**config.mk**
```make
export PLATFORM = sky130hd
export DESIGN_NAME = dispense_sequencer
export DESIGN_NICKNAME = d
export VERILOG_FILES = /design/src/rtl/vend_pkg.sv /design/src/rtl/seq_timer.sv /design/src/rtl/dispense_sequencer.sv
export SDC_FILE = /design/constraint.sdc
export NUM_CORES = 1
export LEC_CHECK = 0
export CAP_MARGIN = 20
export CORE_MARGIN = 1
export CORE_UTILIZATION = 52
export CTS_BUF_LIST = sky130_fd_sc_hd__clkbuf_16
export DETAILED_ROUTE_END_ITERATION = 8
export PLACE_DENSITY = 0.88
export SLEW_MARGIN = 30
export SYNTH_ARGS = -nofsm -noshare
export SYNTH_HDL_FRONTEND = slang
export SYNTH_HIERARCHICAL = 1
export SYNTH_SLANG_ARGS = --single-unit
```
**constraint.sdc**
```tcl
create_clock -name clk -period 3.9 [get_ports clk]
set_input_delay 1.17 -clock clk [delete_from_list [all_inputs] [get_ports clk]]
set_output_delay 1.17 -clock clk [all_outputs]
set_load 0.005 [all_outputs]
```
**src/rtl/vend_pkg.sv**
```systemverilog
// vend_pkg: shared types and constants for the vending dispense path.
// The timeout defaults are also the dispense_sequencer parameter defaults.
package vend_pkg;

    typedef enum logic [2:0] {
        ST_IDLE,
        ST_MOTOR,
        ST_COIN_REQ,
        ST_COIN_REL,
        ST_DONE,
        ST_ERROR
    } seq_state_t;

    localparam logic [1:0] ERR_NONE      = 2'b00;
    localparam logic [1:0] ERR_MOTOR_JAM = 2'b01;
    localparam logic [1:0] ERR_HOPPER_TO = 2'b10;

    localparam int unsigned MOTOR_TIMEOUT_DEF = 1000;
    localparam int unsigned COIN_TIMEOUT_DEF  = 200;

    function automatic int unsigned max_u(
        input int unsigned a,
        input int unsigned b
    );
        return (a > b) ? a : b;
    endfunction

endpackage

```
**src/rtl/seq_timer.sv**
```systemverilog
// seq_timer: saturating cycle counter with clear, enable and a
// terminal-count flag that rises on the limit_i-th counted cycle.
module seq_timer #(
    parameter int unsigned W = 8
) (
    input  logic         clk,
    input  logic         rst_n,
    input  logic         clr_i,
    input  logic         en_i,
    input  logic [W-1:0] limit_i,
    output logic         tc_o
);

    logic [W-1:0] cnt_q, cnt_d;

    always_comb begin
        cnt_d = cnt_q;
        if (clr_i) begin
            cnt_d = '0;
        end else if (en_i && (cnt_q != '1)) begin
            cnt_d = cnt_q + 1'b1;
        end
    end

    always_ff @(posedge clk or negedge rst_n) begin
        if (!rst_n) begin
            cnt_q <= '0;
        end else begin
            cnt_q <= cnt_d;
        end
    end

    // Count is 0 on the first cycle in a state, so limit_i holds TIMEOUT-1.
    assign tc_o = (cnt_q >= limit_i);

endmodule

```
**src/rtl/dispense_sequencer.sv**
```systemverilog
// dispense_sequencer: motor dispense then coin-hopper refund handshakes.
// Define DISPENSE_SEQ_RETRY_EN to retry the motor once after a timeout.
module dispense_sequencer
    import vend_pkg::*;
#(
    parameter int unsigned MOTOR_TIMEOUT = MOTOR_TIMEOUT_DEF,
    parameter int unsigned COIN_TIMEOUT  = COIN_TIMEOUT_DEF
) (
    input  logic       clk,
    input  logic       reset,
    input  logic       start,
    input  logic [7:0] item_code,
    input  logic [3:0] change_amt,
    output logic       motor_on,
    input  logic       motor_done,
    output logic       coin_req,
    input  logic       coin_ack,
    output logic       busy,
    output logic [3:0] coins_paid,
    output logic       done,
    output logic       error,
    output logic [1:0] err_code,
    input  logic       clear_err
);

    localparam int unsigned TW =
        $clog2(max_u(MOTOR_TIMEOUT, COIN_TIMEOUT) + 1);
    localparam logic [TW-1:0] M_LIM = TW'(MOTOR_TIMEOUT - 1);
    localparam logic [TW-1:0] C_LIM = TW'(COIN_TIMEOUT - 1);

    seq_state_t state_q, state_d;
    logic [7:0] item_q, item_d;
    logic [3:0] chg_q, chg_d;
    logic [3:0] coins_q, coins_d;
    logic [1:0] err_q, err_d;
    logic       restart;
    logic       tmr_tc;
    logic [TW-1:0] tmr_lim;

`ifdef DISPENSE_SEQ_RETRY_EN
    logic retry_q, retry_d;
`endif

    // Latched item has no consumer on this port list yet.
    logic unused_item;
    assign unused_item = ^item_q;

    assign tmr_lim = (state_q == ST_MOTOR) ? M_LIM : C_LIM;

    seq_timer #(
        .W (TW)
    ) u_timer (
        .clk     (clk),
        .rst_n   (reset),
        .clr_i   ((state_d != state_q) || restart),
        .en_i    (state_q != ST_IDLE),
        .limit_i (tmr_lim),
        .tc_o    (tmr_tc)
    );

    always_ff @(posedge clk or negedge reset) begin
        if (!reset) begin
            state_q <= ST_IDLE;
            item_q  <= '0;
            chg_q   <= '0;
            coins_q <= '0;
            err_q   <= ERR_NONE;
        end else begin
            state_q <= state_d;
            item_q  <= item_d;
            chg_q   <= chg_d;
            coins_q <= coins_d;
            err_q   <= err_d;
        end
    end

`ifdef DISPENSE_SEQ_RETRY_EN
    always_ff @(posedge clk or negedge reset) begin
        if (!reset) begin
            retry_q <= 1'b0;
        end else begin
            retry_q <= retry_d;
        end
    end
`endif

    always_comb begin
        state_d = state_q;
        item_d  = item_q;
        chg_d   = chg_q;
        coins_d = coins_q;
        err_d   = err_q;
        restart = 1'b0;
`ifdef DISPENSE_SEQ_RETRY_EN
        retry_d = retry_q;
`endif
        unique case (state_q)
            ST_IDLE: begin
                if (start) begin
                    state_d = ST_MOTOR;
                    item_d  = item_code;
                    chg_d   = change_amt;
                    coins_d = '0;
`ifdef DISPENSE_SEQ_RETRY_EN
                    retry_d = 1'b0;
`endif
                end
            end
            ST_MOTOR: begin
                if (motor_done) begin
                    state_d = (chg_q != '0) ? ST_COIN_REQ : ST_DONE;
                end
`ifdef DISPENSE_SEQ_RETRY_EN
                else if (tmr_tc && !retry_q) begin
                    retry_d = 1'b1;
                    restart = 1'b1;
                end
`endif
                else if (tmr_tc) begin
                    state_d = ST_ERROR;
                    err_d   = ERR_MOTOR_JAM;
                end
            end
            ST_COIN_REQ: begin
                if (coin_ack) begin
                    state_d = ST_COIN_REL;
                    coins_d = coins_q + 1'b1;
                end else if (tmr_tc) begin
                    state_d = ST_ERROR;
                    err_d   = ERR_HOPPER_TO;
                end
            end
            ST_COIN_REL: begin
                if (!coin_ack) begin
                    state_d = (coins_q < chg_q) ? ST_COIN_REQ : ST_DONE;
                end else if (tmr_tc) begin
                    state_d = ST_ERROR;
                    err_d   = ERR_HOPPER_TO;
                end
            end
            ST_DONE: begin
                state_d = ST_IDLE;
            end
            ST_ERROR: begin
                if (clear_err) begin
                    state_d = ST_IDLE;
                    err_d   = ERR_NONE;
                end
            end
            default: begin
                state_d = ST_IDLE;
            end
        endcase
    end

    always_comb begin
        motor_on   = (state_q == ST_MOTOR);
        coin_req   = (state_q == ST_COIN_REQ);
        busy       = (state_q != ST_IDLE);
        done       = (state_q == ST_DONE);
        error      = (state_q == ST_ERROR);
        err_code   = err_q;
        coins_paid = coins_q;
    end

endmodule

```
==> impl_metrics.tcl <==
set metrics [dict create \
    maxCapViolations 0 \
    worst_r2r_dst "u_timer/cnt_q[8]$_DFFE_PN0P_" \
    cts_post_setup_buffers_inserted 0 \
    area_delta_synth_final_pct 20.4 \
    row_count 19 \
    synth-edff-count 0 \
    route.final.wire_length_um 3570 \
    totalNegativeSetupSlack_ps 0 \
    outcome "finished, violations left" \
    synth.lib_cells_used.distinct 49 \
    vdd_ir_drop_max_mv 0.335 \
    tightest_slew_ps 552 \
    wl_per_cell_um 15.3 \
    tritoncts "done" \
    drt_pass1_iterations 6 \
    ctsResizeCount 0 \
    cts.htree.levels 1 \
    grt.overflow.total 0 \
    critical_path_peak_fanout 10 \
    power.density_nw_per_um2 627 \
    rd_place_congestion 0.879 \
    fin_worst_skew_ps 3.09 \
    synthCells 174 \
    criticalPathCategory "flop to flop" \
    cts.root.buffer_cell "sky130_fd_sc_hd__clkbuf_16" \
    hold_buffers 0 \
    number_of_global_route_vias_before_repair 1404 \
    yosysTopAreaCell "sky130_fd_sc_hd__dfrtp_1" \
    worst_ep_required_time_ps 4040 \
    final.fill_count 209 \
    n_antenna_cell 0 \
    fmax_mhz 294 \
    dr.first_iter.drc_count 75 \
    failed_checks "DRC" \
    netlist.area_leader.share_pct 35.8 \
    synth_sequential_area_ratio_pct 35.8 \
    rsz0062_at_grt "false" \
    clock_latency_ps 260 \
    first_pass_grt_wire_length_um 6080 \
    critical_path.endpoint_type "flop" \
    async_set_or_reset_flop_fraction_in_the_synthesized_netlist_pct 100 \
    timing.hold.worst.class "flop to flop" \
    drc_errors 3 \
    finish.cell_count_without_fillers 234 \
    share_of_post_route_cells_with_drive_strength_above_1_pct 9.85 \
    grt_util_all_layers_pct 24.0 \
    mappedNetlistArea_um2 1610 \
    fin_worst_hold_slack_ps 510 \
    die_outline_area_um2 3320 \
    floorplan.die.height_um 57.6 \
    core_um2 2850 \
    num_clock_sinks 23 \
    worst_slew_margin_rel_pct 62.7 \
    yosys_warnings 6 \
    numPlacedInstances 230 \
    timing.critical_path.slowest_stage_cell "sky130_fd_sc_hd__dfrtp_1" \
    start_util_pct 56.4 \
    fin_crit_ps 3400 \
    sequential_cell_area_um2 576 \
    use_met1_pct 27.4 \
    met2_routing_resource_usage_after_global_routing_pct 41.7 \
    crit_share_post_route_pct 87.1 \
    cts_inserted_buffers 3 \
    total_vias_in_the_final_route 1381 \
    critPathMaxStageDelay_ps 480 \
    number_of_stages_on_the_worst_hold_path 2 \
    critical_path.cell_chain "nor3b_1, inv_1, ha_1, nand4_1, o221a_2, o21ai_0, nand2b_1, a31oi_1, a21o_1, xnor2_1, o21ai_1, buf_4, o41ai_1" \
    startpoint "state_q[2]$_DFF_PN0_" \
    r2r_slack_ps 500 \
    synth-main-ff-cell "sky130_fd_sc_hd__dfrtp_1" \
    grt_util_met3_pct 4.08 \
    nNetsFinal 237 \
    busiest_layer "met2" \
    hold_path_startpoint "err_code[1]$_DFFE_PN0P_" \
    port-buffer-count 20 \
    final-setup-viol-count 0 \
    synth.ff_latch_count 23 \
    timing.rr.start "state_q[2]$_DFF_PN0_" \
    worst-r2r-cell-count 13 \
    detail_route.vias_per_cell 5.90 \
    route.antenna.remaining_nets 0 \
    type_of_element_launching_the_critical_path "flop" \
    timing_hold_violations_final 0 \
    power.static_leakage_uw 0.000950 \
    design_power_total_uw 1210 \
    cts.reportedPaths.clkPinSlew_ps 60 \
    yosys-top-cells-area "sky130_fd_sc_hd__dfrtp_1 (36%), sky130_fd_sc_hd__ha_1 (12%), sky130_fd_sc_hd__inv_1 (4.9%), sky130_fd_sc_hd__a21oi_1 (2.8%), sky130_fd_sc_hd__nor2_1 (2.8%)" \
    multi_input_comb_area_um2 946 \
    top_level_ports 29 \
    finalMaxSlewViolations 0 \
    die_w_um 57.6 \
    clk_path_buf_depth 2 \
    whs_endpoint "err_code[1]$_DFFE_PN0P_" \
    hpwlAfterDp_um 2670 \
    post_synth.cell_area_avg_um2 9.24 \
    grt_max_degree 24 \
    antenna_violations_before_repair 0 \
    worst_ep_arrival_time_ps 3540 \
]
[state kept, by name (all words and copies together) (netlist names)]
signal and cells:
err_code 2, chg_q 4, state_q 3, u_timer/cnt_q 10, coins_paid 4
[power by group]
part	switching, uW	total, uW	leakage, uW	internal [uW]
combinational	321	614	0.000604	293
clock	82.8	220	0.0000423	137
sequential	72.2	379	0.000303	307
total	476	1210	0.000950	737
[metal layers]
layer / vias up / share of wire (%)
li1: 671 / -
met1: 651 / 41
met2: 46 / 51
met3: 13 / 4.2
met4: 0 / 3.3
met5: - / 0
[critical path, delay by kind of cell, from the launching register on]
family                     cells  cell delay, ps
buffers and inverters          2             280
and+or+nand+nor                3             540
AOI/OAI and AO/OA              6            1550
DFF                            1             480
xor gates and xnor gates       1             120
adders and majority gates      1             320
[synthesized netlist by cell type, types with 2 or more instances]
library cell,instances
sky130_fd_sc_hd__a21o_1,3
sky130_fd_sc_hd__a21oi_1,9
sky130_fd_sc_hd__a31oi_1,3
sky130_fd_sc_hd__buf_6,2
sky130_fd_sc_hd__conb_1,2
sky130_fd_sc_hd__dfrtp_1,23
sky130_fd_sc_hd__ha_1,15
sky130_fd_sc_hd__inv_1,21
sky130_fd_sc_hd__nand2_1,11
sky130_fd_sc_hd__nand2b_1,7
sky130_fd_sc_hd__nand3_1,5
sky130_fd_sc_hd__nand4_1,4
sky130_fd_sc_hd__nor2_1,12
sky130_fd_sc_hd__nor2b_1,2
sky130_fd_sc_hd__nor3_1,5
sky130_fd_sc_hd__nor3b_1,3
sky130_fd_sc_hd__o2111ai_1,2
sky130_fd_sc_hd__o21ai_0,8
sky130_fd_sc_hd__o41ai_1,2
sky130_fd_sc_hd__xnor2_1,3
sky130_fd_sc_hd__xor2_1,4
[cell usage in the layout, fill, tap and decap left out, types with 4 or more instances in the layout]
cell                              instances
sky130_fd_sc_hd__inv_1                   22
sky130_fd_sc_hd__conb_1                   7
sky130_fd_sc_hd__xor2_1                   4
sky130_fd_sc_hd__clkdlybuf4s50_1         19
sky130_fd_sc_hd__dfrtp_1                 23
sky130_fd_sc_hd__o21ai_0                  8
sky130_fd_sc_hd__ha_1                    15
sky130_fd_sc_hd__nand4_1                  4
sky130_fd_sc_hd__nand2b_1                 7
sky130_fd_sc_hd__nand3_1                  5
sky130_fd_sc_hd__nand2_1                 11
sky130_fd_sc_hd__nor2_1                  12
sky130_fd_sc_hd__nor3_1                   5
sky130_fd_sc_hd__a21oi_1                  9
[cell type report]
class | instances | area share (%)
clock inverters | 1 | 0.194
well taps | 31 | 2.00
flip-flops and latches | 23 | 29.7
repair buffers | 23 | 11.2
inverters | 21 | 4.07
multi-input cells | 132 | 48.9
clock buffers | 3 | 3.88
[stage by stage]
stage	worst slack [ps]	util (%)	area [um2]
floorplan	511	-	1630
CTS	545	67.9	1940
detailed placement	565	65.1	1860
global route	284	67.9	1940
finish	503	67.9	1940
global placement	654	65.3	1860
[logic make-up after synthesis]
group                      count (synthesis)  synth area share, %
DFF                                       23                 35.8
AOI/OAI and AO/OA                         37                 16.0
other                                      2                0.467
buffers and inverters                     24                 6.54
adders and majority gates                 15                 11.7
xor gates and xnor gates                   7                 3.81
and+or+nand+nor                           63                 23.5
muxes                                      3                 2.26
[worst max-delay path by stage]
stage,to,slack (ps),cells past startpoint
after floorplan,u_timer/cnt_q[8]$_DFFE_PN0P_,510,15
after global placement,u_timer/cnt_q[8]$_DFFE_PN0P_,650,13
after detailed placement,u_timer/cnt_q[8]$_DFFE_PN0P_,570,13
after CTS,u_timer/cnt_q[8]$_DFFE_PN0P_,540,13
after global routing,u_timer/cnt_q[8]$_DFFE_PN0P_,280,13
final,u_timer/cnt_q[8]$_DFFE_PN0P_,500,13
No activity file was read; power rests on OpenSTA's default activity.
